===== config.mk =====
export PLATFORM = sky130hd
export DESIGN_NAME = instruction_fetch
export DESIGN_NICKNAME = d
export VERILOG_FILES = /design/src/rtl/instruction_fetch.sv
export SDC_FILE = /design/constraint.sdc
export NUM_CORES = 1
export LEC_CHECK = 0
export CAP_MARGIN = 30
export CORE_MARGIN = 1
export CORE_UTILIZATION = 46
export DETAILED_ROUTE_END_ITERATION = 7
export PLACE_DENSITY = 0.77
export REMOVE_ABC_BUFFERS = 1
export SYNTH_ARGS = -nofsm -noshare
export SYNTH_HDL_FRONTEND = slang
export SYNTH_SLANG_ARGS = --single-unit

===== constraint.sdc =====
create_clock -name clk -period 2.7 [get_ports clk]
set_clock_uncertainty 0.1 [all_clocks]
set_input_delay 0.54 -clock clk [delete_from_list [all_inputs] [get_ports clk]]
set_output_delay 0.54 -clock clk [all_outputs]
set_load 0.05 [all_outputs]

===== src/rtl/instruction_fetch.sv =====
// Fetch front end: boot-loads the instruction memory, then streams words and
// their PCs to decode through a 2-entry queue, with redirect and HALT-word stop.
module instruction_fetch #(
  parameter int                ADDR_W    = 65,
  parameter int                DATA_W    = 64,
  parameter logic [ADDR_W-1:0] RESET_PC  = '0,
  parameter logic [ADDR_W-1:0] PC_STEP   = ADDR_W'(2),
  parameter logic [DATA_W-1:0] HALT_WORD = {DATA_W{1'b1}}
) (
  input  logic              clk,
  input  logic              rst_n,
  input  logic              ld_valid,
  input  logic [DATA_W-1:0] ld_data,
  input  logic              ld_done,
  output logic [ADDR_W-1:0] imem_address,
  output logic [DATA_W:0]   imem_write_data,
  output logic              imem_write_en,
  output logic              imem_read_en,
  input  logic [DATA_W:0]   imem_read_data,
  input  logic              redir_valid,
  input  logic [ADDR_W-1:0] redir_pc,
  output logic              inst_valid,
  input  logic              inst_ready,
  output logic [DATA_W-1:0] inst_data,
  output logic [ADDR_W-1:0] inst_pc,
  output logic              running,
  output logic              halted
);

  typedef enum logic [1:0] {ST_LOAD, ST_RUN, ST_HALT} state_t;

  state_t            state_reg, state_next;
  logic [ADDR_W-1:0] ld_ptr_reg, ld_ptr_next;
  logic [ADDR_W-1:0] pc_reg, pc_next;
  logic [1:0]        count_reg, count_next;
  logic [DATA_W-1:0] head_data_reg, head_data_next;
  logic [ADDR_W-1:0] head_pc_reg, head_pc_next;
  logic [DATA_W-1:0] tail_data_reg, tail_data_next;
  logic [ADDR_W-1:0] tail_pc_reg, tail_pc_next;

  logic              redirect;
  logic              pop;
  logic              fetch;
  logic [DATA_W-1:0] fetch_word;
  logic              read_spare_unused;

  assign fetch_word        = imem_read_data[DATA_W-1:0];
  assign read_spare_unused = imem_read_data[DATA_W];

  assign inst_valid = (count_reg != 2'd0);
  assign inst_data  = head_data_reg;
  assign inst_pc    = head_pc_reg;

  assign redirect = (state_reg != ST_LOAD) && redir_valid;
  assign pop      = inst_valid && inst_ready;
  // A full queue still accepts a word when the head leaves in the same cycle.
  assign fetch    = (state_reg == ST_RUN) && ((count_reg < 2'd2) || pop);

  always_ff @(posedge clk or negedge rst_n) begin
    if (!rst_n) begin
      state_reg <= ST_LOAD;
    end else begin
      state_reg <= state_next;
    end
  end

  always_comb begin
    state_next = state_reg;
    case (state_reg)
      ST_LOAD: if (ld_done) state_next = ST_RUN;
      ST_RUN: begin
        if (redirect)
          state_next = ST_RUN;
        else if (fetch && (fetch_word == HALT_WORD))
          state_next = ST_HALT;
      end
      ST_HALT: if (redirect) state_next = ST_RUN;
      default: state_next = ST_LOAD;
    endcase
  end

  always_comb begin
    running         = (state_reg == ST_RUN);
    halted          = (state_reg == ST_HALT);
    imem_read_en    = fetch;
    imem_write_en   = (state_reg == ST_LOAD) && ld_valid;
    imem_write_data = {1'b0, ld_data};
    imem_address    = (state_reg == ST_LOAD) ? ld_ptr_reg : pc_reg;
  end

  always_comb begin
    ld_ptr_next    = ld_ptr_reg;
    pc_next        = pc_reg;
    count_next     = count_reg;
    head_data_next = head_data_reg;
    head_pc_next   = head_pc_reg;
    tail_data_next = tail_data_reg;
    tail_pc_next   = tail_pc_reg;
    if (state_reg == ST_LOAD) begin
      if (ld_valid) ld_ptr_next = ld_ptr_reg + PC_STEP;
      if (ld_done)  pc_next     = RESET_PC;
    end else if (redirect) begin
      // Redirect discards both the fetched word and any pop this cycle.
      pc_next    = redir_pc;
      count_next = 2'd0;
    end else begin
      if (fetch) pc_next = pc_reg + PC_STEP;
      case ({fetch, pop})
        2'b10: begin
          if (count_reg == 2'd0) begin
            head_data_next = fetch_word;
            head_pc_next   = pc_reg;
          end else begin
            tail_data_next = fetch_word;
            tail_pc_next   = pc_reg;
          end
          count_next = count_reg + 2'd1;
        end
        2'b01: begin
          head_data_next = tail_data_reg;
          head_pc_next   = tail_pc_reg;
          count_next     = count_reg - 2'd1;
        end
        2'b11: begin
          if (count_reg == 2'd1) begin
            head_data_next = fetch_word;
            head_pc_next   = pc_reg;
          end else begin
            head_data_next = tail_data_reg;
            head_pc_next   = tail_pc_reg;
            tail_data_next = fetch_word;
            tail_pc_next   = pc_reg;
          end
        end
        default: ;
      endcase
    end
  end

  always_ff @(posedge clk or negedge rst_n) begin
    if (!rst_n) begin
      ld_ptr_reg    <= RESET_PC;
      pc_reg        <= RESET_PC;
      count_reg     <= 2'd0;
      head_data_reg <= '0;
      head_pc_reg   <= '0;
      tail_data_reg <= '0;
      tail_pc_reg   <= '0;
    end else begin
      ld_ptr_reg    <= ld_ptr_next;
      pc_reg        <= pc_next;
      count_reg     <= count_next;
      head_data_reg <= head_data_next;
      head_pc_reg   <= head_pc_next;
      tail_data_reg <= tail_data_next;
      tail_pc_reg   <= tail_pc_next;
    end
  end

endmodule


==> results of run 1 <==
## where the power goes
group	switching [mW]	internal, mW
registers	1.60	8.17
logic	11.2	7.65
clock network	2.39	3.46
## cell type report
cell class / instances / share of cell area
diodes: 2 / 0.0001892
well taps: 539 / 0.02549
clock buffers: 67 / 0.05022
clock inverters: 8 / 0.002696
inverters: 20 / 0.002837
flip-flops and latches: 391 / 0.3698
multi-input cells: 1396 / 0.3330
repair buffers: 509 / 0.2157
## cells by family after synthesis
| group | share of synthesized area |
|---|---|
| AO/OA/AOI/OAI | 0.1013 |
| XOR/XNOR | 0.02907 |
| adder cells (fa/ha/maj) | 0.002556 |
| buffers and inverters | 0.05700 |
| flip-flops | 0.4997 |
| multiplexers | 0.1412 |
| other | 0.0001915 |
| AND/OR/NAND/NOR | 0.1690 |
## final timing paths
check,start,endpoint,cells past startpoint
setup / recovery,state_reg[0]$_DFFE_PN0P_,imem_write_en,5
hold / removal,ld_ptr_reg[64]$_DFFE_PN0P_,ld_ptr_reg[64]$_DFFE_PN0P_,1
setup reg to reg,pc_reg[26]$_DFFE_PN0P_,pc_reg[30]$_DFFE_PN0P_,6
hold reg to reg,ld_ptr_reg[64]$_DFFE_PN0P_,ld_ptr_reg[64]$_DFFE_PN0P_,1
max in group asynchronous,rst_n,pc_reg[11]$_DFFE_PN0P_,3
min in group asynchronous,rst_n,inst_data[51]$_DFFE_PN0P_,2
## per-stage QoR
step	utilization	instance area [um2]	instances	power (mW)	worst slack [ns]
3_3_place_gp	0.5919	24830	2847	27.68	-0.2749
5_1_grt	0.6308	26460	2932	36.14	-0.02294
2_1_floorplan	-	18540	1807	19.99	-11.95
6_report	0.6308	26460	2932	34.50	0.05069
4_1_cts	0.6287	26370	2927	34.47	0.009937
3_5_place_dp	0.5919	24830	2847	28.18	-0.3085
## cell usage in the layout (no fill, tap or decap), types with 44 or more instances in the layout
cell type and n:
nand4_1 56, mux2i_1 130, buf_12 92, nand3_1 56, o21ai_0 210, buf_4 148, mux2_2 130, dfrtp_1 391
clkbuf_16 45, nand2_1 399, nor2_1 64, xnor2_1 44, clkdlybuf4s50_1 262
## timing repair
action                                  CTS  global route
pin swaps                                 1             3
setup buffers                             1             3
gates resized for setup                  18            20
endpoints found under the setup margin   63            39
gates cloned                              3             0
endpoints found under the hold margin    43             0
hold buffers                              1             0
## worst register-to-register path, stage by stage, from the launching register on
cell and delay [ns]:
dfrtp_1 0.36, nand4_1 0.18, or3_1 0.44, or4_4 0.63
or4_1 0.44, a311o_1 0.37, nand2_1 0.07
## per-layer routing
layer	routed length, um	GRT usage	up-vias	share of wire
met4	2501	0.1178	6	0.039
met5	245	0.04227	-	0.0038
met3	5615	0.08589	158	0.087
met1	27000	0.3908	8292	0.42
li1	-	-	7681	-
met2	29010	0.4483	916	0.45
==> results.yml, run 1 <==
outcome:
  status: "complete, no violations"
setup_path:
  cpLargestDelayFamily: "buffers and inverters"
  crit_path_frequent_cell: "buf_12"
  regToRegSetupSlack_ns: 0.06
  critPathLaunchType: "flop"
  path_cells: "buf_4 -> nor2_4 -> buf_12 -> and2_1 -> buf_12"
  crit_path_end_kind: "primary output"
  crit_buf_inv: 3
  crit_fanout: 41
  cp_slowest_cell: "dfrtp_1"
  cp_slowest_stage_delay_ns: 0.37
  path_class: "reg2out"
  required_ns: 2.06
  cp_data_arrival_time_ns: 2.01
clocking:
  cts_sinks: 391
  clock_latency_ns: 0.57
  clockBufferDepth: 3
  cts_root_buf: "clkbuf_16"
  cts_htree_levels: 2
  clk_pin_slew_ns: 0.06
  numCtsBuffers: 43
  cts_tree: "built"
placement:
  dp_hpwl_um: 46510
  port_buffers: 333
  place_congestion: 0.9116
synth:
  async_reset_ff_frac: 1.000
  synth.most_common_cell: "nand2_1"
  synth_edf_count: 0
  ys_seq_area_frac: 0.4997
  yosysTopAreaCell: "dfrtp_1"
  synthCells: 2014
  yosysWarnings: 0
  ys.flop_type: "dfrtp_1"
  netlist_area_um2: 19580
  postSynthAreaPerCell_um2: 9.723
  synth_top_area_share: 0.4997
  synth_cell_types: 67
  synth_common_cells: "nand2_1, dfrtp_1, o21ai_0"
  synthTopCellsByArea: "dfrtp_1, nand2_1, mux2_2"
  ys_ff_latch: 391
floorplan:
  placeableCoreArea_um2: 41950
  fp.dieH_um: 208.3
  rows: 75
  initial_utilization: 0.4668
  ioPinCount: 464
  die_x_um: 208.3
  die-area_um2: 43400
final_layout:
  finalNetCount: 2565
  layout-drive-gt1-share: 0.1999
  area_growth_pct: 35.12
  multi_input_area_um2: 8811
  regArea_um2: 9784
  nFillCells: 3239
sta:
  rsz0062_at_grt: "yes"
  relSlewSlack: 0.5075
  max_freq_mhz: 377.5
  holdWs_ns: 0.3670
  fin_crit_sh: 0.9812
  fin_tns_setup_ns: 0
  tightest_slew_ns: 0.7320
  hold_violations: 0
  finalSetupViolCount: 0
  period_minus_slack_ns: 2.649
  final_max_slew_viol_count: 0
routing:
  firstDrtPassIters: 5
  drtAntennaViolNets: 0
  avgRoutedWirePerCell_um: 21.96
  vias: 17053
  drc: 0
  routed_wl_um: 64370
  drtIter0Drc: 1701
  vias_per_cell: 5.816
grt:
  grt.total_usage: 0.2946
  antenna_found_initial: 2
  grt_pass1_vias: 17091
  grt_pass1_wl_um: 98890
  grt_overflow: 0
  grt_max_degree: 83
power_and_ir_drop:
  ir_drop_mv: 0.8712
  cellPowerDensity_nw_per_um2: 1304
  p_leak_nw: 11.45
run:
  cap_violations: 0
min_path:
  hp-class: "reg2reg"
Note: power is estimated with default switching activity, not from simulation.
==> run 2: changes to the inputs <==
CORE_ASPECT_RATIO = 1.75   (was default)
==> run 2 against run 1 <==
Against the previous run: the flow now finishes with violations (negative setup slack); maximum frequency is 2.4% lower; critical path depth up 3; core utilization is 0.24 points higher; largest power group unchanged.
==> results.yml, run 2 (same netlist as run 1, synthesis figures left out) <==
grt:
  antenna_found_initial: 3
  grt_pass1_vias: 16862
  grt.total_usage: 0.3069
  grt_max_degree: 92
  grt_overflow: 0
  grt_pass1_wl_um: 99880
placement:
  port_buffers: 333
  dp_hpwl_um: 49900
  place_congestion: 0.9389
  dp_slack_ns: -0.1876
  post-place-cells: 2848
min_path:
  whs_path_depth: 2
  hp-class: "reg2reg"
  holdPathEnd: "inst_data[13]$_DFFE_PN0P_"
  hp-start: "inst_data[13]$_DFFE_PN0P_"
setup_path:
  cp_slowest_stage_delay_ns: 0.40
  required_ns: 2.06
  r2r_end: "pc_reg[26]$_DFFE_PN0P_"
  crit_path_frequent_cell: "buf_12"
  critPathLaunchType: "flop"
  path_cells: "buf_6 -> nor2_4 -> buf_12 -> buf_12 -> clkbuf_16 -> nand2_1 -> nand2_2 -> buf_12"
  crit_fanout: 7
  regToRegSetupSlack_ns: 0.08
  path_class: "reg2out"
  crit_buf_inv: 5
  crit_path_end_kind: "primary output"
  cp_data_arrival_time_ns: 2.07
  r2r_cells: 7
  cp-startpoint: "state_reg[1]$_DFFE_PN0P_"
  cpLargestDelayFamily: "buffers and inverters"
  r2r-start: "pc_reg[6]$_DFFE_PN0P_"
  cp_slowest_cell: "dfrtp_1"
routing:
  drtIter0Drc: 1182
  firstDrtPassIters: 7
  routed_wl_um: 67360
  vias: 16943
  drtAntennaViolNets: 0
  drc: 0
  avgRoutedWirePerCell_um: 22.99
  vias_per_cell: 5.783
sta:
  fin_ws_ns: -0.01476
  period_minus_slack_ns: 2.715
  relSlewSlack: 0.5465
  holdWs_ns: 0.3776
  final_max_slew_viol_count: 0
  max_freq_mhz: 368.4
  finalSetupViolCount: 2
  fin_crit_sh: 1.005
  tightest_slew_ns: 0.6740
  hold_violations: 0
  rsz0062_at_grt: "yes"
floorplan:
  placeableCoreArea_um2: 41870
  fp.dieH_um: 274.9
  rows: 99
  die_x_um: 158.0
  ioPinCount: 464
  initial_utilization: 0.4677
  die-area_um2: 43430
outcome:
  violations: "negative setup slack"
  status: "finished with violations"
clocking:
  clk_pin_slew_ns: 0.07
  cts_sinks: 391
  clockBufferDepth: 3
  cts_root_buf: "clkbuf_16"
  cts_tree: "built"
  cts_htree_levels: 2
  numCtsBuffers: 38
  clock_latency_ns: 0.54
final_layout:
  area_growth_pct: 35.39
  layout_common_cells: "dfrtp_1, nand2_1, clkdlybuf4s50_1, o21ai_0"
  layout_commonest_cell: "dfrtp_1"
  fin_util: 0.6332
  layout-drive-gt1-share: 0.2081
  instances_no_fill: 2930
  finalNetCount: 2551
power_and_ir_drop:
  cellPowerDensity_nw_per_um2: 1308
  ir_drop_mv: 0.9274
  p_total_mw: 34.66
  p_leak_nw: 11.42
run:
  cap_violations: 0
==> run 2: routing by layer <==
metal,global-route usage,part of all wire,up-vias
li1,-,-,7640
met1,0.3606,0.37,8300
met2,0.4816,0.46,829
met3,0.1211,0.11,170
met4,0.1531,0.053,4
met5,0.03628,0.0030,-
==> run 2: metrics by stage <==
stage,instance area [um2],setup TNS (ns)
CTS,26290,-0.09901
finish,26510,-0.01684
global route,26510,-0.6870
floorplan,18540,-2833.78
detailed placement,24800,-2.479
global placement,24790,-1.837
==> run 2: layout make-up <==
| class | instances | area (um2) |
|---|---|---|
| well taps | 555 | 694.4 |
| diodes | 1 | 2.502 |
| fillers | 3369 | 15360 |
| multi-input cells | 1396 | 8894 |
| inverters | 20 | 75.07 |
| repair buffers | 500 | 5758 |
| clock buffers | 60 | 1217 |
| clock inverters | 7 | 85.08 |
| flip-flops and latches | 391 | 9784 |
==> run 2: worst min-delay path, cell delays in order (launching register included) <==
cell and delay (ns):
dfrtp_1 0.34, nand2_1 0.04, o21ai_0 0.06
==> run 2: report_power, final <==
part / internal (mW) / switching, mW / total (mW)
Combinational: 7.90 / 11.3 / 19.2
Sequential: 8.17 / 1.66 / 9.83
Clock: 3.28 / 2.31 / 5.59
Total: 19.3 / 15.3 / 34.7
==> run 2: repair_timing <==
item,CTS,global route
gates cloned,2,3
pin swaps,1,4
hold buffers,1,0
hold endpoints to repair,45,0
buffers inserted,3,5
resized for setup,42,27
setup endpoints to repair,60,57
==> run 2: worst max path at each step <==
stage | end | slack [ns] | cells past startpoint
after CTS | imem_address[61] | -0.04 | 7
after detailed placement | ld_ptr_reg[61]$_DFFE_PN0P_ | -0.19 | 8
after floorplan | tail_data_reg[0]$_DFFE_PN0P_ | -11.95 | 2
after global routing | imem_address[35] | -0.05 | 8
final | imem_address[37] | -0.01 | 8
after global placement | state_reg[0]$_DFFE_PN0P_ | -0.43 | 7
